<file path="config.mk">
export PLATFORM = sky130hd
export DESIGN_NAME = cascade_cache_streamer_flat
export DESIGN_NICKNAME = d
export VERILOG_FILES = /design/src/rtl/cascade_cache_streamer_if.sv /design/src/rtl/cascade_cache_streamer.sv /design/src/flat_wrapper.sv
export SDC_FILE = /design/constraint.sdc
export NUM_CORES = 1
export LEC_CHECK = 0
export ABC_AREA = 1
export BUFFER_PORTS_ARGS = -buffer_cell sky130_fd_sc_hd__buf_2
export CORE_ASPECT_RATIO = 1.1
export CORE_MARGIN = 1
export CORE_UTILIZATION = 60
export CTS_CLUSTER_SIZE = 40
export DETAILED_ROUTE_END_ITERATION = 8
export PLACE_DENSITY_LB_ADDON = 0.05
export SLEW_MARGIN = 30
export SYNTH_ARGS = -nofsm -noshare
export SYNTH_HDL_FRONTEND = slang
export SYNTH_SLANG_ARGS = --single-unit
</file>
<file path="constraint.sdc">
create_clock -name clk -period 4.65 [get_ports clk]
set_input_delay 0.2325 -clock clk [delete_from_list [all_inputs] [get_ports clk]]
set_output_delay 0.2325 -clock clk [all_outputs]
set_load 0.01 [all_outputs]
</file>
<file path="src/rtl/cascade_cache_streamer_if.sv">
// Bus interface for cascade_cache_streamer: burst request, cache read port,
// output stream and status. The streamer connects through the slave modport;
// the agent that issues bursts, models the cache and consumes the stream
// connects through the master modport.
interface cascade_cache_streamer_if #(
  parameter int ADDR_WIDTH = 10,
  parameter int WORD_SIZE  = 8
);
  logic                  start;
  logic [ADDR_WIDTH-1:0] base_addr;
  logic [ADDR_WIDTH:0]   count;
  logic [ADDR_WIDTH-1:0] raddr;
  logic [WORD_SIZE-1:0]  q;
  logic [WORD_SIZE-1:0]  out_data;
  logic                  out_valid;
  logic                  out_ready;
  logic                  out_last;
  logic                  busy;
  logic                  done;

  modport master (
    output start, base_addr, count, q, out_ready,
    input  raddr, out_data, out_valid, out_last, busy, done
  );

  modport slave (
    input  start, base_addr, count, q, out_ready,
    output raddr, out_data, out_valid, out_last, busy, done
  );
endinterface

</file>
<file path="src/rtl/cascade_cache_streamer.sv">
// cascade_cache_streamer: reads a burst of count words starting at base_addr
// from the cascade cache and streams them out over a valid/ready port.
// raddr is a register; the cache turns it into q combinationally, so each
// read is in flight for exactly one cycle before it lands in a 2-entry FIFO
// whose head drives the stream. Reads are throttled so that buffered words
// plus in-flight reads never exceed two after any clock edge.
// Optional feature: define CASCADE_CACHE_STREAMER_ABORT_EN to add an abort
// input that cancels the current burst.
module cascade_cache_streamer #(
  parameter int ADDR_WIDTH = 10,
  parameter int WORD_SIZE  = 8
) (
  input  logic clk,
  input  logic rst_n,
`ifdef CASCADE_CACHE_STREAMER_ABORT_EN
  input  logic abort,
`endif
  cascade_cache_streamer_if.slave bus
);

  typedef enum logic [1:0] {IDLE, RUN, DRAIN} state_e;

  localparam logic [ADDR_WIDTH:0] CNT_ONE = {{ADDR_WIDTH{1'b0}}, 1'b1};

  state_e                state_q, state_d;
  logic [ADDR_WIDTH-1:0] addr_q, addr_d;         // next address to read
  logic [ADDR_WIDTH-1:0] raddr_q, raddr_d;
  logic [ADDR_WIDTH:0]   rd_left_q, rd_left_d;   // reads still to issue
  logic                  rd_q, rd_d;             // a read is in flight
  logic                  rd_last_q, rd_last_d;   // the in-flight read is the final one
  logic [1:0]            occ_q, occ_d;           // FIFO occupancy
  logic [WORD_SIZE-1:0]  ent0_q, ent0_d, ent1_q, ent1_d;
  logic                  last0_q, last0_d, last1_q, last1_d;
  logic                  busy_q, busy_d;
  logic                  done_q, done_d;

  logic                  pop;
  logic [2:0]            load;
  logic                  to_head;

  // Next-state, read issue and FIFO update.
  always_comb begin
    // NOTE: every variable gets a default before any branch so that no path
    // leaves it unassigned, which would otherwise infer a latch.
    state_d   = state_q;
    addr_d    = addr_q;
    raddr_d   = raddr_q;
    rd_left_d = rd_left_q;
    rd_d      = 1'b0;
    rd_last_d = 1'b0;
    occ_d     = occ_q;
    ent0_d    = ent0_q;
    ent1_d    = ent1_q;
    last0_d   = last0_q;
    last1_d   = last1_q;
    busy_d    = busy_q;
    done_d    = 1'b0;

    pop  = (occ_q != 2'd0) && bus.out_ready;
    load = {1'b0, occ_q} + {2'b00, rd_q} - {2'b00, pop};

    // FIFO: a pop shifts the tail forward; the in-flight word lands in the
    // first slot left free after that shift.
    occ_d   = occ_q + {1'b0, rd_q} - {1'b0, pop};
    to_head = (occ_q == 2'd0) || ((occ_q == 2'd1) && pop);
    if (pop) begin
      ent0_d  = ent1_q;
      last0_d = last1_q;
    end
    if (rd_q) begin
      if (to_head) begin
        ent0_d  = bus.q;
        last0_d = rd_last_q;
      end else begin
        ent1_d  = bus.q;
        last1_d = rd_last_q;
      end
    end

    case (state_q)
      IDLE: begin
        if (bus.start) begin
          if (bus.count == '0) begin
            done_d = 1'b1;
          end else begin
            state_d   = RUN;
            addr_d    = bus.base_addr;
            rd_left_d = bus.count;
            busy_d    = 1'b1;
          end
        end
      end
      RUN: begin
        if (load < 3'd2) begin
          raddr_d   = addr_q;
          addr_d    = addr_q + 1'b1;
          rd_left_d = rd_left_q - 1'b1;
          rd_d      = 1'b1;
          rd_last_d = (rd_left_q == CNT_ONE);
          if (rd_left_q == CNT_ONE) state_d = DRAIN;
        end
      end
      DRAIN: begin
        if (pop && last0_q) begin
          state_d = IDLE;
          busy_d  = 1'b0;
          done_d  = 1'b1;
        end
      end
      default: state_d = IDLE;
    endcase

`ifdef CASCADE_CACHE_STREAMER_ABORT_EN
    // Abort wins over everything above: no new read, buffered and in-flight
    // words are dropped, and the burst ends with a done pulse.
    if (abort && (state_q != IDLE)) begin
      state_d   = IDLE;
      raddr_d   = raddr_q;
      rd_d      = 1'b0;
      rd_last_d = 1'b0;
      occ_d     = 2'd0;
      busy_d    = 1'b0;
      done_d    = 1'b1;
    end
`endif
  end

  // State and datapath registers.
  always_ff @(posedge clk or negedge rst_n) begin
    if (!rst_n) begin
      state_q   <= IDLE;
      addr_q    <= '0;
      raddr_q   <= '0;
      rd_left_q <= '0;
      rd_q      <= 1'b0;
      rd_last_q <= 1'b0;
      occ_q     <= 2'd0;
      // NOTE: the FIFO storage is only two words and the head entry drives
      // out_data directly, so it is reset like any other register.
      ent0_q    <= '0;
      ent1_q    <= '0;
      last0_q   <= 1'b0;
      last1_q   <= 1'b0;
      busy_q    <= 1'b0;
      done_q    <= 1'b0;
    end else begin
      // NOTE: non-blocking assignments so every register samples the values
      // from before this edge, independent of statement order.
      state_q   <= state_d;
      addr_q    <= addr_d;
      raddr_q   <= raddr_d;
      rd_left_q <= rd_left_d;
      rd_q      <= rd_d;
      rd_last_q <= rd_last_d;
      occ_q     <= occ_d;
      ent0_q    <= ent0_d;
      ent1_q    <= ent1_d;
      last0_q   <= last0_d;
      last1_q   <= last1_d;
      busy_q    <= busy_d;
      done_q    <= done_d;
    end
  end

  // Outputs come straight from registers.
  assign bus.raddr     = raddr_q;
  assign bus.out_data  = ent0_q;
  assign bus.out_valid = (occ_q != 2'd0);
  assign bus.out_last  = (occ_q != 2'd0) && last0_q;
  assign bus.busy      = busy_q;
  assign bus.done      = done_q;

endmodule
</file>
<file path="src/flat_wrapper.sv">
// flat-port wrapper written by rule: the top's interface ports become plain ports
module cascade_cache_streamer_flat 
#(
  parameter int ADDR_WIDTH = 10,
  parameter int WORD_SIZE  = 8
)
  (clk, rst_n, bus_start, bus_base_addr, bus_count, bus_q, bus_out_ready, bus_raddr, bus_out_data, bus_out_valid, bus_out_last, bus_busy, bus_done);
  cascade_cache_streamer_if #(.ADDR_WIDTH(ADDR_WIDTH), .WORD_SIZE(WORD_SIZE)) bus_i ();
  input  logic clk;
  input  logic rst_n;
  input wire logic [$bits(bus_i.start)-1:0] bus_start;
  input wire logic [$bits(bus_i.base_addr)-1:0] bus_base_addr;
  input wire logic [$bits(bus_i.count)-1:0] bus_count;
  input wire logic [$bits(bus_i.q)-1:0] bus_q;
  input wire logic [$bits(bus_i.out_ready)-1:0] bus_out_ready;
  output wire logic [$bits(bus_i.raddr)-1:0] bus_raddr;
  output wire logic [$bits(bus_i.out_data)-1:0] bus_out_data;
  output wire logic [$bits(bus_i.out_valid)-1:0] bus_out_valid;
  output wire logic [$bits(bus_i.out_last)-1:0] bus_out_last;
  output wire logic [$bits(bus_i.busy)-1:0] bus_busy;
  output wire logic [$bits(bus_i.done)-1:0] bus_done;
  assign bus_i.start = bus_start;
  assign bus_i.base_addr = bus_base_addr;
  assign bus_i.count = bus_count;
  assign bus_i.q = bus_q;
  assign bus_i.out_ready = bus_out_ready;
  assign bus_raddr = bus_i.raddr;
  assign bus_out_data = bus_i.out_data;
  assign bus_out_valid = bus_i.out_valid;
  assign bus_out_last = bus_i.out_last;
  assign bus_busy = bus_i.busy;
  assign bus_done = bus_i.done;
  cascade_cache_streamer #(.ADDR_WIDTH(ADDR_WIDTH), .WORD_SIZE(WORD_SIZE)) u_core (.clk(clk), .rst_n(rst_n), .bus(bus_i));
endmodule
</file>
==> Word level (Yosys, flattened, before mapping) <==
Index checks and enable logic that the tools add are counted.
{ "word_totals": {"register_bits": 57, "latchBits": 0, "mem_bits_rw": 0, "rom_bits": 0, "input_bits": 33, "output_inout_bits": 22, "wordCells": 78, "mem_count": 0} }
{ "classes": {"n_addsub": 6, "mul": 0, "n_div": 0, "magnitude_cmp": 1, "n_eq_ne": 9, "n_shift": 0, "muxes": 32, "n_bitwise": 1, "n_reduce_logical": 16} }
{ "ops": {"columns": ["op", "count"], "rows": [
  ["11-bit 2-to-1 mux", 3],
  ["10-bit 2-to-1 mux", 3],
  ["8-bit 2-to-1 mux", 3],
  ["11-bit case mux with 2 select lines", 1],
  ["10-bit case mux with 2 select lines", 1],
  ["1-bit 2-to-1 mux", 13],
  ["11-bit by 1-bit equality test with 1-bit output (second input constant)", 1],
  ["11-bit logical NOT", 1],
  ["11-bit by 1-bit subtractor with 11-bit output (second input constant)", 1],
  ["10-bit by 1-bit adder with 10-bit output (second input constant)", 1],
  ["2-bit 2-to-1 mux", 5],
  ["4-bit AND reduction", 2],
  ["2-bit by 1-bit inequality test with 1-bit output (second input constant)", 3],
  ["2-bit case mux with 3 select lines", 1],
  ["2-bit nonzero test", 3],
  ["5-bit AND reduction", 1],
  ["2-bit by 1-bit equality test with 1-bit output (second input constant)", 2],
  ["1-bit logical AND", 4],
  ["2-bit logical NOT", 2],
  ["2-bit inequality test (second input constant)", 2],
  ["1-bit case mux with 2 select lines", 2],
  ["2-bit AND reduction", 2],
  ["2-bit by 1-bit adder with 3-bit output", 1],
  ["3-bit by 2-bit less-than comparator with 1-bit output (second input constant)", 1],
  ["other kinds (6)", 6]
]} }

==> Longest topological paths before layout <==
Gate-level depths: netlist of run 1.
{ "depth": {"ltp_word": 6, "mapped_depth": 17, "mapped_depth_nobuf": 16} }

==> Least setup slack after synthesis of run 1 <==
Ideal clock, no wire load.
{ "synth_path": {"kind": "register -> register", "startpoint": "register u_core.occ_q[1]", "endpoint": "register u_core.addr_q[7]", "setup_ns": 0.118, "t_arrival_ns": 2.464, "required_time_ns": 4.532, "setup_slack_ns": 2.068, "stages_incl_launch_ff": 18, "path_buffers": 2, "period_less_slack_ns": 2.582, "cell_sequence": "dfrtp_1 -> inv_1 -> nand2_1 -> nand2_1 -> clkinv_1 -> nand2_1 -> nand2_1 -> ha_1 -> fa_1 -> or2_1 -> nand2_1 -> inv_2 -> nand2_2 -> buf_6 -> nand2_4 -> buf_6 -> nand2_1 -> o21ai_2"} }
{ "synth_via": {"elab_chain_len": 6, "elab_cells_between_ends": 7, "classes_between": "add/sub: 2; order compare: 1; eq/ne: 1; reduce/logical: 3"} }
{ "synth_rtl": {"columns": ["item", "line_no", "text"], "rows": [
  ["from (decl)", "cascade_cache_streamer.sv:31", "logic [1:0] occ_q, occ_d;"],
  ["from (signal assigned)", "cascade_cache_streamer.sv:137", "occ_q <= 2'd0;"],
  ["from (signal assigned)", "cascade_cache_streamer.sv:155", "occ_q <= occ_d;"],
  ["2-bit nonzero test", null, null],
  ["via bus_out_valid", "flat_wrapper.sv:18", "output wire logic [$bits(bus_i.out_valid)-1:0] bus_out_valid;"],
  ["1-bit logical AND", "cascade_cache_streamer.sv:59", "pop = (occ_q != 2'd0) && bus.out_ready;"],
  ["3-bit by 1-bit subtractor with 3-bit output", "cascade_cache_streamer.sv:60", "load = {1'b0, occ_q} + {2'b00, rd_q} - {2'b00, pop};"],
  ["3-bit by 2-bit less-than comparator with 1-bit output", "cascade_cache_streamer.sv:94", "if (load < 3'd2) begin"],
  ["2-bit by 1-bit inequality test with 1-bit output (no line)", null, null],
  ["4-bit AND reduction (no line)", null, null],
  ["to (signal assigned)", "cascade_cache_streamer.sv:150", "addr_q <= addr_d;"],
  ["to (decl)", "cascade_cache_streamer.sv:26", "logic [ADDR_WIDTH-1:0] addr_q, addr_d;"]
]} }
The timed path passes the listed nets, and every way through them passes these cells.
A chain may end at the register's enable or synchronous reset.

==> Final worst setup path of run 1 <==
{ "layout_path": {"startpoint": "register u_core.occ_q[1]", "endpoint": "register u_core.rd_left_q[3]"} }
{ "layout_via": {"elab_chain_len": 6, "elab_cells_between_ends": 7, "classes_between": "add/sub: 2; order compare: 1; eq/ne: 1; reduce/logical: 3"} }
{ "layout_rtl": {"columns": ["item", "line_no", "text"], "rows": [
  ["parallel branches: the longest is 2 deep, another holds 2-bit by 1-bit adder with 3-bit output", null, null],
  ["3-bit by 1-bit subtractor with 3-bit output *", "cascade_cache_streamer.sv:60", null],
  ["via u_core.load[1]", "cascade_cache_streamer.sv:38", "logic [2:0] load;"],
  ["3-bit by 2-bit less-than comparator with 1-bit output *", "cascade_cache_streamer.sv:94", null],
  ["2-bit by 1-bit inequality test with 1-bit output (no line) *", null, null],
  ["4-bit AND reduction (no line) *", null, null],
  ["to (signal assigned)", "cascade_cache_streamer.sv:152", "rd_left_q <= rd_left_d;"],
  ["to (decl)", "cascade_cache_streamer.sv:28", "logic [ADDR_WIDTH:0] rd_left_q, rd_left_d;"]
]} }
Mark *: on every way through the listed nets, which the timed path passes.

==> impl_results.md, run 1 <==
* Final setup violation count at 0
* # DRC at 12
* Max incr delay on CP at roughly 0.50 ns
* Final Util at between 70% and 80%
* Relative slew slack at a little over half
* Layout area overhead at 14.1%
* Worst-path clk slew at roughly 0.06 ns
* Drt pass-1 iters at 7
* Routed len/inst at 12.2 um
* # nets final at between 400 and 500
* Tot Pwr at around 2.6 mW
* Post-DP HPWL at ~4400 um
* Crit path DAT at 3.57 ns
* Outcome: complete, but fails checks
* Switching Fraction at between 40% and 50%
* Clock Sinks at between 50 and 60
* GP Congestion at approximately 0.88
* Critical Path Sink Type: flip-flop
* Post-synthesis cell count at 394
* DR WL met2 at just over 3000 um
* Synth cell types at 31
* Final Skew at approximately 0.0071 ns
* RSZ-0062 raised after global routing: no
* TritonCTS Buffers at 9
* Largest net degree at the start of global routing at a little under 60
* Die outline width at between 70 and 80 um
* Clock Power Share at between 10% and 20%
* Die ar. at 5470 um2
* H-tree depth at 3
* CTS tree: built
* Clock buffer depth at 2
* Leakage power at roughly 1.9 nW
* Core Region at about 5000 um2
* Floorplan row count at 27
* CP Launch Type: flip-flop
* Max Freq at ~300 MHz
* Mapped Area at between 3000 and 4000 um2
* Least-Margin Pin Slew at around 0.71 ns
* Ratio of cells with drive above 1 in the final layout at between 20 and 25%
* Max FO, Critical Path at 35
* Number of global-route vias before repair at between 2000 and 3000
* Hold Buf Count CTS at 0
* Hold Vio Cnt, Final at 0
* Worst path slowest cell: nand2_4
* Die height at about 77 um
* Highest metal used: met4
* Period utilization at a little under three quarters
* Worst skew pair latency at between 0.3 and 0.4 ns
* Vias per Instance at about 5.3
* Seq pwr share at between 30% and 40%
* Setup Fix Bufs, Post-CTS at 0
* # IOs at between 50 and 60
* PD cells at between 700 and 800 nW/um2
* HP Class: input port to asynchronous set/reset pin
* Setup TNS at 0 ns
* Initial Utilization at between 60% and 70%
* Via Count at 2674
* #FFs+latches synth at 57
* Post-Place Worst Slack at ~1.4 ns
* CP Data Required Time at roughly 4.9 ns
* Slew Viols, Final at 0
* Maxcap violations at 0
* Initial DRC count at roughly 160
* Final worst setup slack at roughly 1.3 ns
* Failing checks: design-rule violations
* ANT nets after route at 0
* CP Class: flip-flop to flip-flop
* Worst-path cell chain: inv_1 -> nand2_1 -> nand2_1 -> clkinv_1 -> nand2_1 -> nand2_1 -> ha_1 -> fa_1 -> a21oi_1 -> nand2_1 -> inv_2 -> nand2_2 -> nand2_4 -> o21ai_0 -> o21ai_2
* Total global-route track usage at 26.0%
* Root Buffer Master: clkbuf_8
* P_sw at around 1.1 mW
* Worst VDD drop at 506 uV
* Minimum clock period at about 3.3 ns
* Initial antenna violation count at 0
* Mapped Nets at 432
* Synth Warn # at 0
* CP dominant cell by count: nand2_1
* Post-Route WL at 6230 um
* GRT overflow at 0
* Resize count post-CTS at 0
* Logic pwr share at between 40% and 50%
* Met3 WL at approximately 370 um
* Sequential area share after synthesis at 45.9%
* Global-route wire length before repair at 11200 um
* # diodes at 0
* Avg Inst Size Synth at ~7.9 um2
* M1 WL at about 2800 um
* Internal at between 1 and 1.5 mW
* Port bufs at 54
## power by group through the flow
stage          sequential [mW]  clock [mW]  combinational [mW]
2_1_floorplan            0.862           0                1.06
3_3_place_gp             0.850           0                1.21
3_5_place_dp             0.857           0                1.26
4_1_cts                  0.849       0.444                1.27
5_1_grt                  0.881       0.471                1.47
6_report                 0.851       0.438                1.26
## worst paths after layout
check / from / depth (start not counted) / slack, ns / endpoint
worst max-delay path: u_core.occ_q[1]$_DFF_PN0_ / 15 / 1.33 / u_core.rd_left_q[3]$_DFFE_PN0P_
worst min-delay path: rst_n / 2 / 0.03 / u_core.bus.done$_DFF_PN0_
worst max register to register: u_core.occ_q[1]$_DFF_PN0_ / 15 / 1.33 / u_core.rd_left_q[3]$_DFFE_PN0P_
worst min register to register: u_core.bus.raddr[6]$_DFFE_PN0P_ / 2 / 0.48 / u_core.bus.raddr[6]$_DFFE_PN0P_
max in group asynchronous: rst_n / 2 / 4.13 / u_core.addr_q[0]$_DFFE_PN0P_
min in group clk: bus_q[2] / 2 / 0.15 / u_core.ent1_q[2]$_DFFE_PN0P_
## critical path, delay by kind of cell, from the launching register on
family	cells	cell delay, ns
AND/OR/NAND/NOR	7	1.31
adder cells (fa/ha/maj)	2	0.67
buffers and inverters	3	0.42
AO/OA/AOI/OAI	3	0.42
flip-flops	1	0.39
## placed cells by master, fill, tap and decap left out, types with 2 or more instances in the layout
| cell type | instances |
|---|---|
| ha_1 | 4 |
| o21ai_0 | 27 |
| nor2_1 | 33 |
| o21ai_2 | 13 |
| buf_4 | 2 |
| a21oi_1 | 4 |
| or2_1 | 3 |
| nand2_4 | 2 |
| nand4_1 | 4 |
| or2_2 | 3 |
| nand3_1 | 30 |
| mux2_2 | 8 |
| clkinv_2 | 3 |
| inv_2 | 2 |
| clkbuf_8 | 10 |
| dfrtp_1 | 57 |
| nand2_1 | 134 |
| inv_1 | 37 |
| nand3b_1 | 2 |
| o21ai_1 | 2 |
| buf_2 | 54 |
| a31oi_1 | 8 |
## cell families (layout without fill, tap and decap cells)
| group | Yosys count | in the layout | share of synthesized area (%) |
|---|---|---|---|
| compound gates | 56 | 56 | 11.1 |
| mux | 8 | 8 | 2.90 |
| flops | 57 | 57 | 45.9 |
| fa+ha+maj | 5 | 5 | 2.26 |
| buf+inv | 53 | 110 | 8.17 |
| simple gates | 215 | 215 | 29.7 |
## stage by stage
step / area [um2] / hold slack (ns) / cells
final: 3540 / 0.0349 / 509
after global routing: 3540 / 0.0925 / 509
after CTS: 3540 / 0.0632 / 509
after detailed placement: 3360 / 0.418 / 495
after global placement: 3360 / 0.416 / 495
after floorplan: 3110 / -0.0631 / 394
## registers in the layout, summed over array words and instances, names as in the netlist
register,cells
u_core.bus.busy,1
u_core.state_q,2
u_core.addr_q,10
u_core.bus.done,1
u_core.last0_q,1
u_core.rd_q,1
u_core.bus.raddr,10
u_core.ent1_q,8
u_core.rd_last_q,1
u_core.rd_left_q,11
u_core.bus.out_data,8
u_core.occ_q,2
u_core.last1_q,1
## synthesized netlist by cell type
cell,n,area share [%]
buf_4,2,0.48
nand2_2,1,0.20
o211ai_1,1,0.24
nand2_1,134,16
buf_2,5,0.81
a21boi_0,1,0.24
o21ai_1,2,0.32
o21ai_2,13,3.7
nand4_1,4,0.81
o21ai_0,27,4.3
clkinv_1,1,0.12
nor2_2,1,0.20
or2_2,3,0.60
nor2_1,33,4.0
inv_1,37,4.5
inv_2,2,0.24
nand3_1,30,4.8
dfrtp_1,57,46
ha_1,4,1.6
nand3b_1,2,0.48
fa_1,1,0.64
nand2_4,2,0.72
or2_1,3,0.60
nor2_8,1,0.64
a21oi_1,4,0.64
a31oi_1,8,1.6
clkbuf_1,1,0.12
buf_8,1,0.48
nor3b_2,1,0.40
mux2_2,8,2.9
buf_6,4,1.4
## layout make-up
| cell class | instances | area [um2] |
|---|---|---|
| fillers | 411 | 1460 |
| flip-flops and latches | 57 | 1430 |
| multi-input cells | 284 | 1430 |
| repair buffers | 56 | 285 |
| inverters | 40 | 150 |
| clock buffers | 10 | 138 |
| well taps | 58 | 72.6 |
| clock inverters | 4 | 45.0 |
## metal layers
metal  track usage [%]  vias to the layer above
li1                  -                     1362
met2              42.3                       74
met3              5.32                        4
met1              34.1                     1234
met5                 0                        -
met4              10.2                        0
Power figures use the tool's default switching activity.
==> inputs of run 2 (changes only) <==
--- a/config.mk
+++ b/config.mk
@@ -5,11 +5,11 @@
 export SDC_FILE = /design/constraint.sdc
 export NUM_CORES = 1
 export LEC_CHECK = 0
-export ABC_AREA = 1
+export ABC_AREA = 0
 export BUFFER_PORTS_ARGS = -buffer_cell sky130_fd_sc_hd__buf_2
 export CORE_ASPECT_RATIO = 1.1
 export CORE_MARGIN = 1
-export CORE_UTILIZATION = 60
+export CORE_UTILIZATION = 50
 export CTS_CLUSTER_SIZE = 40
 export DETAILED_ROUTE_END_ITERATION = 8
 export PLACE_DENSITY_LB_ADDON = 0.05
==> constraint.sdc (replaced) <==
create_clock -name clk -period 2.83 [get_ports clk]
set_input_delay 0.1415 -clock clk [delete_from_list [all_inputs] [get_ports clk]]
set_output_delay 0.1415 -clock clk [all_outputs]
set_load 0.01 [all_outputs]
==> run 2 against run 1 <==
Critical path type unchanged. Via count shrank 9.6%. Register-to-register slack got worse by 1.2 ns. Clock skew down 0.00082 ns. Final cell count decreased by 16%. Cell area rose by 0.64%. The flow now finishes without violations. Non-clock buffer count is 10 higher. Largest power group unchanged. Die area increased by 15%. Sequential cell count did not move. Critical path depth is 3 lower. First-iteration DRC count fell by 44%. Combinational power is 79% higher.
==> impl_results.md, run 2 <==
* Outcome: completed
* Maxcap violations at 0
* Post-Route WL at 6340 um
* Initial DRC count at 87
* Least-Margin Pin Slew at roughly 0.81 ns
* CTS tree: built
* Root Buffer Master: clkbuf_8
* Worst Hold End: u_core.bus.out_data[6]$_DFF_PN0_
* Max FO, Critical Path at 13
* Initial antenna violation count at 0
* Synth top cells by count: 57 x dfrtp_1, 21 x nand2_1, 20 x mux2_2, 20 x nor2_1
* # nets final at about 380
* Die ar. at 6270 um2
* ANT nets after route at 0
* Commonest register cell after synthesis: dfrtp_1
* CP Class: flip-flop to flip-flop
* WHS Path Cells at 3
* Ranking of synthesized cells by area: dfrtp_1 48%, mux2_2 7.6%, mux2i_1 3.4%
* Avg Inst Size Synth at about 10 um2
* Worst path slowest cell: fa_1
* Ratio of cells with drive above 1 in the final layout at between 30% and 40%
* Die height at 83.0 um
* Setup TNS at 0 ns
* # diodes at 0
* PD cells at between 1000 and 1500 nW/um2
* Port bufs at 54
* Synth cell types at 55
* GP Congestion at slightly above 0.8
* Sequential area share after synthesis at between 40% and 50%
* R2r worst-path depth at 12
* Vias per Instance at between 5 and 6
* Floorplan row count at 29
* Final cell area excluding filler cells at roughly 3600 um2
* Cell taking the most area after synthesis: dfrtp_1
* Post-synthesis cell count at around 280
* Post-DP HPWL at about 4400 um
* CP Data Required Time at between 3 and 4 ns
* Worst-path cell chain: or2_2 -> nand2_1 -> nand2_1 -> nand2_1 -> ha_1 -> fa_1 -> nor3b_2 -> buf_4 -> o2bb2ai_1 -> nor2_1 -> buf_4 -> o22a_1
* # DRC at 0
* Die outline width at 75.6 um
* Placed Area at approximately 3300 um2
* Commonest non-fill, non-tap cells in the layout: 57 x dfrtp_1, 54 x buf_2, 21 x nand2_1, 20 x nor2_1, 20 x mux2_2
* Routed len/inst at 14.9 um
* Final Skew at roughly 0.0063 ns
* Period utilization at 94.9%
* Worst Hold Launch: bus_q[6]
* Post-synth ARST share at 100%
* Synth Warn # at 0
* Cell total after placement at 409
* Min Hold Slack at around 0.025 ns
* CP Launch Type: flip-flop
* Family with the most delay on the worst path: simple AND/OR/NAND/NOR gates
* Core Region at between 5000 and 6000 um2
* CP dominant cell by count: nand2_1
* TritonCTS Buffers at 9
* #FFs+latches synth at 57
* RSZ-0062 raised after global routing: no
* Slew Viols, Final at 0
* Hold Vio Cnt, Final at 0
* Via Count at roughly 2400
* Crit path DAT at 2.90 ns
* H-tree depth at 3
* Number of synthesized flops with an enable pin at 0
* Max incr delay on CP at between 0.4 and 0.5 ns
* Flop2flop setup slack at about 0.15 ns
* Top-area cell type share of the netlist area at a little under half
* Setup Fix Bufs, Post-CTS at 0
* Worst skew pair latency at 0.33 ns
* Worst-path clk slew at approximately 0.060 ns
* Layout area overhead at 19.7%
* Clock buffer depth at 2
* Final setup violation count at 0
* Crit Reg-Reg Endpoint: u_core.addr_q[8]$_DFFE_PN0P_
* CP Launch Point: u_core.occ_q[0]$_DFF_PN0_
* Number of flip-flops in the largest register at 11
* GRT overflow at 0
* Worst VDD drop at 597 uV
* Max Freq at 372 MHz
* Minimum clock period at between 2 and 3 ns
* Mapped Area at 2980 um2
* Leakage power at 1.55 nW
* Largest register by flop count: u_core.rd_left_q
* Post-route insts no fill at roughly 430
* Drt pass-1 iters at 4
* Global-route wire length before repair at 10800 um
* Clock Sinks at 57
* Number of global-route vias before repair at ~2300
* CP Buf/Inv Count at 2
* Top-count cell post-synth: dfrtp_1
* # IOs at between 50 and 60
* Relative slew slack at about 46%
* HP Class: input port to flip-flop
* Total global-route track usage at 22.7%
* Initial Utilization at approximately 52%
* Largest net degree at the start of global routing at 58
* Final Util at 61.8%
* Commonest non-fill, non-tap cell in the layout: dfrtp_1
* Critical Path Sink Type: flip-flop
* Mapped Nets at approximately 320
* Worst r2r src: u_core.occ_q[0]$_DFF_PN0_
==> run 2: routing by layer <==
layer | wire length [um] | global-route usage (%) | up-vias
met2 | 3100 | 36.0 | 48
li1 | - | - | 1170
met4 | 111 | 10.6 | 0
met5 | 0 | 0 | -
met3 | 247 | 4.13 | 10
met1 | 2880 | 29.6 | 1189
==> run 2: worst reg2reg max path: cells and delay by family, from the launching register on <==
| family | cells | cell delay [ns] |
|---|---|---|
| AO/OA/AOI/OAI | 2 | 0.36 |
| adder cells (fa/ha/maj) | 2 | 0.61 |
| buffers and inverters | 2 | 0.36 |
| flip-flops | 1 | 0.40 |
| AND/OR/NAND/NOR | 6 | 0.84 |
==> run 2: final cells by class <==
| cell class | count | area [um2] |
|---|---|---|
| repair buffers | 66 | 363 |
| multi-input cells | 204 | 1450 |
| clock inverters | 2 | 35.0 |
| fillers | 502 | 2200 |
| inverters | 6 | 22.5 |
| flip-flops and latches | 57 | 1430 |
| clock buffers | 14 | 173 |
| well taps | 77 | 96.3 |
==> run 2: worst max-delay path by stage <==
stage | to | slack, ns | cells past startpoint
6_report | u_core.addr_q[8]$_DFFE_PN0P_ | 0.15 | 12
5_1_grt | u_core.addr_q[8]$_DFFE_PN0P_ | 0.01 | 12
4_1_cts | u_core.addr_q[6]$_DFFE_PN0P_ | 0.1 | 12
3_5_place_dp | u_core.rd_left_q[0]$_DFFE_PN0P_ | 0.13 | 11
3_3_place_gp | u_core.addr_q[8]$_DFFE_PN0P_ | 0.19 | 12
2_1_floorplan | u_core.addr_q[1]$_DFFE_PN0P_ | 0.07 | 11
==> run 2: through the flow <==
stage / worst slack (ns) / power, mW
6_report: 0.145 / 4.53
5_1_grt: 0.0124 / 4.90
4_1_cts: 0.0980 / 4.53
3_5_place_dp: 0.125 / 3.73
3_3_place_gp: 0.187 / 3.68
2_1_floorplan: 0.0739 / 3.08
==> run 2: power by group <==
group | internal (mW) | switching, mW
clock network | 0.478 | 0.306
registers | 1.21 | 0.283
logic | 1.09 | 1.17
total | 2.77 | 1.76
==> run 2: what timing repair did <==
action | in CTS | in global routing
hold buffers | 1 | 0
setup endpoints to repair | 0 | 13
resized for setup | 0 | 2
endpoints found under the hold margin | 57 | 0
==> run 2: kinds of logic after synthesis <==
kind of cell               after synthesis  share of synthesized area, %
buffers and inverters                   23                          4.16
muxes                                   30                          10.9
xor gates and xnor gates                 2                         0.588
adders and majority gates                5                          2.35
and+or+nand+nor                         84                          14.8
AOI/OAI and AO/OA                       83                          19.3
DFF                                     57                          47.9
